### src/rtl/instr_fetch_unit.sv
// Instruction fetch unit: issues word-aligned fetch requests, tracks in-flight
// reads with a credit scheme, buffers returned words in a small FIFO and hands
// them to decode. Redirects flush the FIFO and drop stale responses.
// Optional delivered-instruction counter enabled by macro IFU_FETCH_COUNT_EN.
// BUF_DEPTH must be 2 or 4 (pointers wrap naturally at a power of two).
module instr_fetch_unit #(
  parameter logic [31:0] RESET_PC  = 32'h0000_0000,
  parameter int unsigned BUF_DEPTH = 2
) (
  input  logic        clk,
  input  logic        rst,
  input  logic        en,
  output logic        imem_req_valid,
  input  logic        imem_req_ready,
  output logic [31:0] imem_addr,
  input  logic        imem_rsp_valid,
  input  logic [31:0] imem_rsp_data,
  input  logic        redirect_valid,
  input  logic [31:0] redirect_pc,
  output logic        if_valid,
  input  logic        if_ready,
  output logic [31:0] if_instr,
  output logic [31:0] if_pc,
  output logic [31:0] fetch_count
);

  localparam int unsigned PW = $clog2(BUF_DEPTH);
  localparam int unsigned CW = $clog2(BUF_DEPTH + 1);
  localparam logic [CW:0] DepthC = (CW + 1)'(BUF_DEPTH);

  typedef enum logic [0:0] {StIdle, StRun} state_e;

  state_e          state_q;
  logic [31:0]     fetch_pc_q;
  logic [31:0]     rsp_pc_q;
  logic [CW-1:0]   out_q;
  logic [CW-1:0]   out_d;
  logic [CW-1:0]   drop_q;
  logic [CW-1:0]   cnt_q;
  logic [PW-1:0]   rd_ptr_q;
  logic [PW-1:0]   wr_ptr_q;
  logic [31:0]     buf_instr_q [BUF_DEPTH];
  logic [31:0]     buf_pc_q    [BUF_DEPTH];

  logic        req_hs;
  logic        pop;
  logic        push;
  logic        credit_ok;
  logic [31:0] redirect_pc_aligned;

  assign redirect_pc_aligned = redirect_pc & 32'hFFFF_FFFC;

  // Requests in flight plus buffered words never exceed the buffer size, so
  // every response has a slot waiting for it.
  assign credit_ok      = ({1'b0, out_q} + {1'b0, cnt_q}) < DepthC;
  assign imem_req_valid = (state_q == StRun) && en && !redirect_valid && credit_ok;
  assign imem_addr      = fetch_pc_q;
  assign req_hs         = imem_req_valid && imem_req_ready;

  assign if_valid = (cnt_q != '0);
  assign if_instr = buf_instr_q[rd_ptr_q];
  assign if_pc    = buf_pc_q[rd_ptr_q];
  assign pop      = if_valid && if_ready;

  // A response arriving with a redirect, or while stale reads remain, is dropped.
  assign push = imem_rsp_valid && !redirect_valid && (drop_q == '0);

  // Next outstanding count after this cycle's request handshake and response.
  always_comb begin
    out_d = out_q;
    case ({req_hs, imem_rsp_valid})
      2'b10:   out_d = out_q + CW'(1);
      2'b01:   out_d = out_q - CW'(1);
      default: out_d = out_q;
    endcase
  end

  // Run/idle state follows fetch enable.
  always_ff @(posedge clk) begin
    if (rst) begin
      state_q <= StIdle;
    end else begin
      case (state_q)
        StIdle:  if (en)  state_q <= StRun;
        StRun:   if (!en) state_q <= StIdle;
        default: state_q <= StIdle;
      endcase
    end
  end

  // Fetch and response PCs; both jump to the aligned target on redirect.
  always_ff @(posedge clk) begin
    if (rst) begin
      fetch_pc_q <= RESET_PC;
      rsp_pc_q   <= RESET_PC;
    end else if (redirect_valid) begin
      fetch_pc_q <= redirect_pc_aligned;
      rsp_pc_q   <= redirect_pc_aligned;
    end else begin
      if (req_hs) fetch_pc_q <= fetch_pc_q + 32'd4;
      if (push)   rsp_pc_q   <= rsp_pc_q + 32'd4;
    end
  end

  // Outstanding reads and the number of them still to be discarded.
  always_ff @(posedge clk) begin
    if (rst) begin
      out_q  <= '0;
      drop_q <= '0;
    end else begin
      out_q <= out_d;
      if (redirect_valid) begin
        drop_q <= out_d;
      end else if (imem_rsp_valid && (drop_q != '0)) begin
        drop_q <= drop_q - CW'(1);
      end
    end
  end

  // Prefetch buffer pointers and occupancy; redirect empties the buffer.
  always_ff @(posedge clk) begin
    if (rst || redirect_valid) begin
      rd_ptr_q <= '0;
      wr_ptr_q <= '0;
      cnt_q    <= '0;
    end else begin
      if (push) wr_ptr_q <= wr_ptr_q + PW'(1);
      if (pop)  rd_ptr_q <= rd_ptr_q + PW'(1);
      case ({push, pop})
        2'b10:   cnt_q <= cnt_q + CW'(1);
        2'b01:   cnt_q <= cnt_q - CW'(1);
        default: cnt_q <= cnt_q;
      endcase
    end
  end

  // Buffer storage; contents are qualified by occupancy so need no reset.
  always_ff @(posedge clk) begin
    if (push) begin
      buf_instr_q[wr_ptr_q] <= imem_rsp_data;
      buf_pc_q[wr_ptr_q]    <= rsp_pc_q;
    end
  end

`ifdef IFU_FETCH_COUNT_EN
  logic [31:0] fetch_count_q;

  // Delivered-instruction counter, wraps naturally.
  always_ff @(posedge clk) begin
    if (rst) begin
      fetch_count_q <= '0;
    end else if (pop) begin
      fetch_count_q <= fetch_count_q + 32'd1;
    end
  end

  assign fetch_count = fetch_count_q;
`else
  assign fetch_count = '0;
`endif

endmodule
### config.mk
export PLATFORM = sky130hd
export DESIGN_NAME = instr_fetch_unit
export DESIGN_NICKNAME = d
export VERILOG_FILES = /design/src/rtl/instr_fetch_unit.sv
export SDC_FILE = /design/constraint.sdc
export NUM_CORES = 1
export LEC_CHECK = 0
export CAP_MARGIN = 5
export CORE_ASPECT_RATIO = 0.8
export CORE_MARGIN = 4
export CORE_UTILIZATION = 48
export DETAILED_ROUTE_END_ITERATION = 16
export DONT_BUFFER_PORTS = 1
export PLACE_DENSITY_LB_ADDON = 0.12
export SETUP_SLACK_MARGIN = 0.2
export SLEW_MARGIN = 20
export SYNTH_ARGS = -nofsm -noshare
export SYNTH_HDL_FRONTEND = slang
export SYNTH_SLANG_ARGS = --single-unit
### constraint.sdc
create_clock -name clk -period 4 [get_ports clk]
set_input_delay 0 -clock clk [delete_from_list [all_inputs] [get_ports clk]]
set_output_delay 0 -clock clk [all_outputs]
set_load 0.05 [all_outputs]
==> results of run 1 <==
worst max path at each step:
stage                      start                end  slack [ns]  cells past startpoint
floorplan              drop_q[0]  buf_instr_q[0][0]        1.04                      6
global placement        cnt_q[0]          drop_q[1]        1.29                      8
detailed placement      cnt_q[0]          drop_q[1]        1.25                      8
CTS                 rsp_pc_q[13]       rsp_pc_q[21]        1.21                      5
global route        rsp_pc_q[13]       rsp_pc_q[21]        1.01                      5
finish                  cnt_q[0]          drop_q[1]        1.20                      8
final cells by class:
cell class / count / area share
Tap cell: 230 / 0.02813
Clock inverter: 14 / 0.01749
Inverter: 10 / 0.003669
Sequential cell: 194 / 0.5010
Timing Repair Buffer: 81 / 0.07705
Multi-Input combinational cell: 480 / 0.3307
Clock buffer: 18 / 0.04195
critical path, stage by stage (launching register included):
cell and delay, ns:
dfxtp_1 0.40, and2_1 0.17, fa_1 0.46, nor2b_1 0.32, nand2_1 0.28, ha_1 0.39, or3_1 0.38, a21oi_1 0.19
a22o_1 0.16
layer usage:
metal / vias up / wire [microns] / track usage
met4: 0 / 310 / 0.05408
met1: 2862 / 9610 / 0.2768
met3: 20 / 1993 / 0.07281
li1: 2845 / - / -
met2: 283 / 9104 / 0.3092
met5: - / 0 / 0
per-stage QoR:
stage	hold slack [ns]	cell area, sq um	power [uW]	std cells	setup slack (ns)
2_1_floorplan	0.09887	8951	2866	755	1.042
3_3_place_gp	0.08103	8917	2911	925	1.287
3_5_place_dp	0.08090	8917	2922	925	1.254
4_1_cts	0.006739	10240	4723	1027	1.208
5_1_grt	0.05677	10230	4849	1027	1.008
6_report	0.04158	10230	4683	1027	1.195
cell families after synthesis:
kind of cell | after synthesis
AND/OR/NAND/NOR | 221
multiplexers | 66
XOR/XNOR | 23
AO/OA/AOI/OAI | 128
flip-flops | 194
other | 1
adder cells (fa/ha/maj) | 6
buffers and inverters | 81
cell usage in the layout, fill, tap and decap left out, types with 3 or more instances in the layout:
cell	n
conb_1	36
nor4_1	19
o21a_1	15
xnor2_1	15
nand2_1	32
dfxtp_1	69
and2_1	6
nor2_1	37
a31oi_1	8
or2_2	4
clkinv_8	3
clkbuf_16	17
nor3b_1	3
a311oi_1	11
inv_8	5
nand3_1	22
a21boi_0	19
nor3_1	21
nand4_1	17
o31a_1	9
mux2_2	64
edfxtp_1	124
buf_4	11
o31ai_1	6
a21oi_1	8
ha_1	5
inv_6	3
dlygate4sd3_1	68
or4_1	6
xor2_1	8
inv_1	8
nor2b_1	5
or3_1	7
and4_1	15
a211oi_1	10
o41ai_1	3
and3_1	9
o21ai_0	20
flip-flops by register name (all words and copies together) (netlist names), named ones only:
register,count
wr_ptr_q,1
cnt_q,2
rsp_pc_q,30
imem_addr,30
buf_pc_q,60
drop_q,2
buf_instr_q,64
rd_ptr_q,1
state_q,1
out_q,2
power by group through the flow:
stage	registers (uW)	clock network [uW]	logic, uW
4_1_cts	2380	1770	572
3_3_place_gp	2420	0	488
5_1_grt	2400	1840	609
2_1_floorplan	2410	0	458
3_5_place_dp	2430	0	492
6_report	2380	1730	571
==> impl_results.md, run 1 <==
- Hold bufs inserted after CTS: 70
- Data arrival, critical path: ~3.2 ns
- Vias in the first global route: 5,923
- Post-CTS setup buffer count: 0
- Final setup skew: between 0.009 and 0.01 ns
- Share of cells above drive strength 1: 0.1568
- First-pass GRT wire length: 33,000 microns
- Achievable Freq: approximately 360 MHz
- Fin. Hold Viols: 0
- Max_cap viols: 0
- RSZ-0062 raised after global routing: false
- Worst vdd rail ir drop: ~0.27 mV
- FF-to-FF End: drop_q[1]
- Max-slew violations: 0
- YS warnings: 0
- DPL Wire Length: roughly 14,000 microns
- Netlist Area Pre-Place: 0.008817 sq mm
- Clk_lat worst skew: 0.44 ns
- FF+latch count, synth: between 150 and 200
- GRT Overall Usage: 0.2023
- Clk slew on worst S/H paths: 0.08 ns
- Post-synth ARST share: 0
- CTS max path bufs: 2
- Post-synth top flop: edfxtp_1
- Vias/cell: 5.852
- Multi-input logic area: around 0.0034 sq mm
- WP data required: 4.38 ns
- Logic pwr share: 0.122
- Ant. Diodes: 0
- Die W: 159.5 microns
- Worst-path fanout max: 5
- Sw Pwr: 1379 uW
- # port buffers: 0
- Beginning of the worst register-to-register path: cnt_q[0]
- Root Driver: clkbuf_16
- Initial Util: 0.4868
- Syn avg cell area: 12.25 sq um
- Synth Area in Compound Gates: 0.1073
- Worst Setup Start Kind: flip-flop
- Final Util: 0.5649
- Fill count: 1,479
- Die area: just over 0.02 sq mm
- Largest net degree at the start of global routing: 53
- Number of library cell types mapped by synthesis: 67
- Simple-gate share of the synthesized area: 0.1439
- Residual DRC: 0
- Relative slew slack: 0.3545
- Clock share of power: 0.369
- Row count: 44
- Core area: about 0.018 sq mm
- Final period util: 0.7011
- Drt pass-1 iters: 5
- Num CTS Buffers: 17
- Initial antenna violation count: 0
- Reg2reg setup slack: 1.20 ns
- Reg area: 0.005126 sq mm
- Final Wtd Congestion: 0.8647
- CTS tree: done
- Top-count cell post-synth: edfxtp_1
- Seq pwr share: 0.509
- # nets final: 861
- Hold path depth: 2
- Hold endpoint: out_q[0]
- R2R depth: 8
- Sw frac: 0.2945
- Setup crit end kind: flip-flop
- Vias after detailed routing: 6,010
- Die height: 129.2 microns
- Synth Area in XOR/XNOR: 0.02285
- Yosys top cell area share: 0.4223
- Largest area contributor in the netlist: edfxtp_1
- CTS resizes: 0
- Synth Instances: a little over 700
- Worst-Margin Slew: 0.9602 ns
- Seq/Total Area, Yosys: 0.5812
- WL/cell: 20.47 microns
- Hold crit path type: input port to flip-flop
- Number of flops mapped to enable cells by yosys: 124
- Setup TNS: 0 ns
- Int Power: 3304 uW
- Multiplexer share of the synthesized area: 0.08401
- Worst Setup Path Type: flip-flop to flip-flop
- Final setup fails: 0
- Hold Crit Start: rst
- Min cycle time layout: 2.805 ns
- Clk sinks: 194
- CTS H-Tree Depth: 4
- Largest family of logic cells by synthesized area: simple AND/OR/NAND/NOR gates
- Status: finished clean
- Routed Wire Length: 21,020 microns
- Number of nets with antenna violations after routing: 0
- PD cells: between 400 and 500 mW/mm^2
- I/O Pins: 201
- Area growth syn-to-layout: 16.04%
- Post-synth top cells: edfxtp_1, dfxtp_1, mux2_2, nor2_1, buf_4
- P_leak: 0.003418 uW
- Grt ovf: 0
- DRT iter0 DRCs: approximately 380
- Synth Area in Adders: 0.009366
- Leading post-synthesis cells by cell area: edfxtp_1, dfxtp_1, mux2_2, buf_4, a21boi_0
Note: power is estimated with default switching activity, not from simulation.
==> inputs of run 2 (changes only) <==
==> constraint.sdc (replaced) <==
create_clock -name clk -period 2.45 [get_ports clk]
set_input_delay 0 -clock clk [delete_from_list [all_inputs] [get_ports clk]]
set_output_delay 0 -clock clk [all_outputs]
set_load 0.05 [all_outputs]
==> run 2 against run 1 <==
Via count increased by 5.7%. Global-route usage increased by 1.4 points. Clock-buffer cell count unchanged. Setup slack got worse by 1.0 ns. Register-to-register slack got worse by 1.0 ns. Sequential power increased by 58%. Clock skew increased by 0.0041 ns. Clock power increased by 65%. Largest cell class unchanged. Largest power group unchanged.
==> impl_results.md, run 2 (synthesis gave the netlist of run 1 again) <==
- Drt pass-1 iters: 5
- Setup crit end kind: flip-flop
- CTS tree: done
- Initial antenna violation count: 0
- Reg2reg setup slack: 0.17 ns
- Met2 usage: 0.3279
- Slowest CP cell: fa_2
- Commonest non-fill, non-tap cell in the layout: edfxtp_1
- Worst-path fanout max: 4
- Commonest non-fill, non-tap cells in the layout: edfxtp_1, dlygate4sd3_1, mux2_2, dfxtp_1, buf_4
- Clk_lat worst skew: 0.43 ns
- Largest reg by FF count: buf_instr_q
- Worst vdd rail ir drop: between 0.4 and 0.5 mV
- CP bufs+invs: 1
- DPL Wire Length: 15,090 microns
- Hold Crit Start: en
- Cell family with most CP delay: simple AND/OR/NAND/NOR gates
- Worst-Margin Slew: 0.7134 ns
- GRT Overall Usage: 0.2162
- Die W: between 150 and 200 microns
- GR Layer Usage met1: 0.3028
- Final setup fails: 0
- Max-slew violations: 0
- Largest net degree at the start of global routing: 63
- Max_cap viols: 0
- Final period util: 0.9310
- Non-Filler Instances: between 1,000 and 1,500
- Beginning of the worst register-to-register path: out_q[0]
- Share of cells above drive strength 1: 0.2459
- Fin. Hold Viols: 0
- Ant. Diodes: 0
- # port buffers: 0
- P_leak: 0.003720 uW
- WL/cell: 21.08 microns
- Initial Util: 0.4868
- Worst Setup Path Type: flip-flop to flip-flop
- Vias in the first global route: 6,191
- Area growth syn-to-layout: 22.93%
- Largest regs: buf_instr_q x64, buf_pc_q x60
- Crit path cell chain: and2_4, fa_2, buf_6, and4bb_4, nand4_1, or3_4, a211oi_2
- Data arrival, critical path: 2.63 ns
- Row count: 44
- CTS H-Tree Depth: 4
- Num CTS Buffers: 17
- Clk sinks: 194
- I/O Pins: 201
- Final Util: 0.5984
- Placed cell areas: 0.009361 sq mm
- Worst Setup Start Kind: flip-flop
- PD cells: 718.6 mW/mm^2
- Clk slew on worst S/H paths: ~0.080 ns
- FF-to-FF End: imem_addr[28]
- Hold crit path type: input port to flip-flop
- Status: finished clean
- Min cycle time layout: 2.281 ns
- Design area: 0.01084 sq mm
- Core area: approximately 0.018 sq mm
- Final Wtd Congestion: 0.9183
- R2R depth: 7
- Setup TNS: 0 ns
- Hold path depth: 4
- # nets final: around 910
- Hold endpoint: imem_addr[13]
- Relative slew slack: 0.5194
- Global routing's busiest layer: met2
- Number of nets with antenna violations after routing: 0
- Routed Wire Length: 22,770 microns
- WP data required: between 2 and 3 ns
- Root Driver: clkbuf_16
- Residual DRC: 0
- Grt ovf: 0
- RSZ-0062 raised after global routing: true
- Vias after detailed routing: 6,352
- DRT iter0 DRCs: 503
- Final setup skew: 0.01330 ns
- Placed Instances: 973
- Die area: 0.02062 sq mm
- Vias/cell: approximately 6
- CTS max path bufs: 2
- Max incr delay on CP: 0.45 ns
- Max FFs per register: 64
- Achievable Freq: 438.4 MHz
- Met3 Use GR: 0.07218
- Die height: 129.2 microns
- First-pass GRT wire length: 34,980 microns
-- run 2: worst max-delay path by stage --
stage / start / to / slack, ns / cells after the start
4_1_cts: cnt_q[0] / imem_addr[30] / 0.15 / 7
2_1_floorplan: out_q[0] / imem_addr[15] / 0.07 / 6
6_report: out_q[0] / imem_addr[28] / 0.17 / 7
5_1_grt: cnt_q[0] / imem_addr[28] / 0.12 / 7
3_3_place_gp: out_q[0] / imem_addr[15] / 0.08 / 6
3_5_place_dp: out_q[0] / imem_addr[15] / 0.05 / 6
-- run 2: routing by layer --
| metal | up-vias | share of wire |
|---|---|---|
| met5 | - | 0 |
| met4 | 0 | 0.014 |
| met3 | 26 | 0.090 |
| met2 | 302 | 0.45 |
| met1 | 3077 | 0.45 |
| li1 | 2947 | - |
-- run 2: worst reg2reg max path, stage by stage (launching register included) --
cell,delay [ns]
dfxtp_1,0.33
and2_4,0.14
fa_2,0.45
buf_6,0.14
and4bb_4,0.34
nand4_1,0.16
or3_4,0.45
a211oi_2,0.19
-- run 2: where the power goes --
part | switching, uW | internal, uW
Combinational | 828 | 346
Sequential | 118 | 3650
Clock | 1370 | 1480
-- run 2: cell type report --
cell class                 count  area, sq um
clock inverter                14        178.9
tap                          230        287.8
sequential                   194         5139
fill                        1443         7273
inverter                      10        37.54
timing repair buffer         134         1246
clock buffer                  18        429.2
multi-input combinational    480         3521
-- run 2: what timing repair did --
action                     CTS  global route
gates cloned                 0             1
hold buffers                68             0
setup endpoints to repair   11            17
hold endpoints to repair   134             0
buffers inserted             3             3
resized for setup            8            15
pin swaps                    4             8
-- run 2: through the flow --
stage                     power [uW]  hold slack, ns  setup slack, ns
after detailed placement        4853         0.08318          0.05104
after global routing            8069         0.04334           0.1183
after global placement          4830         0.07886          0.08273
after floorplan                 4684         0.09887          0.07433
final                           7789         0.03607           0.1690
after CTS                       7820        0.001352           0.1536
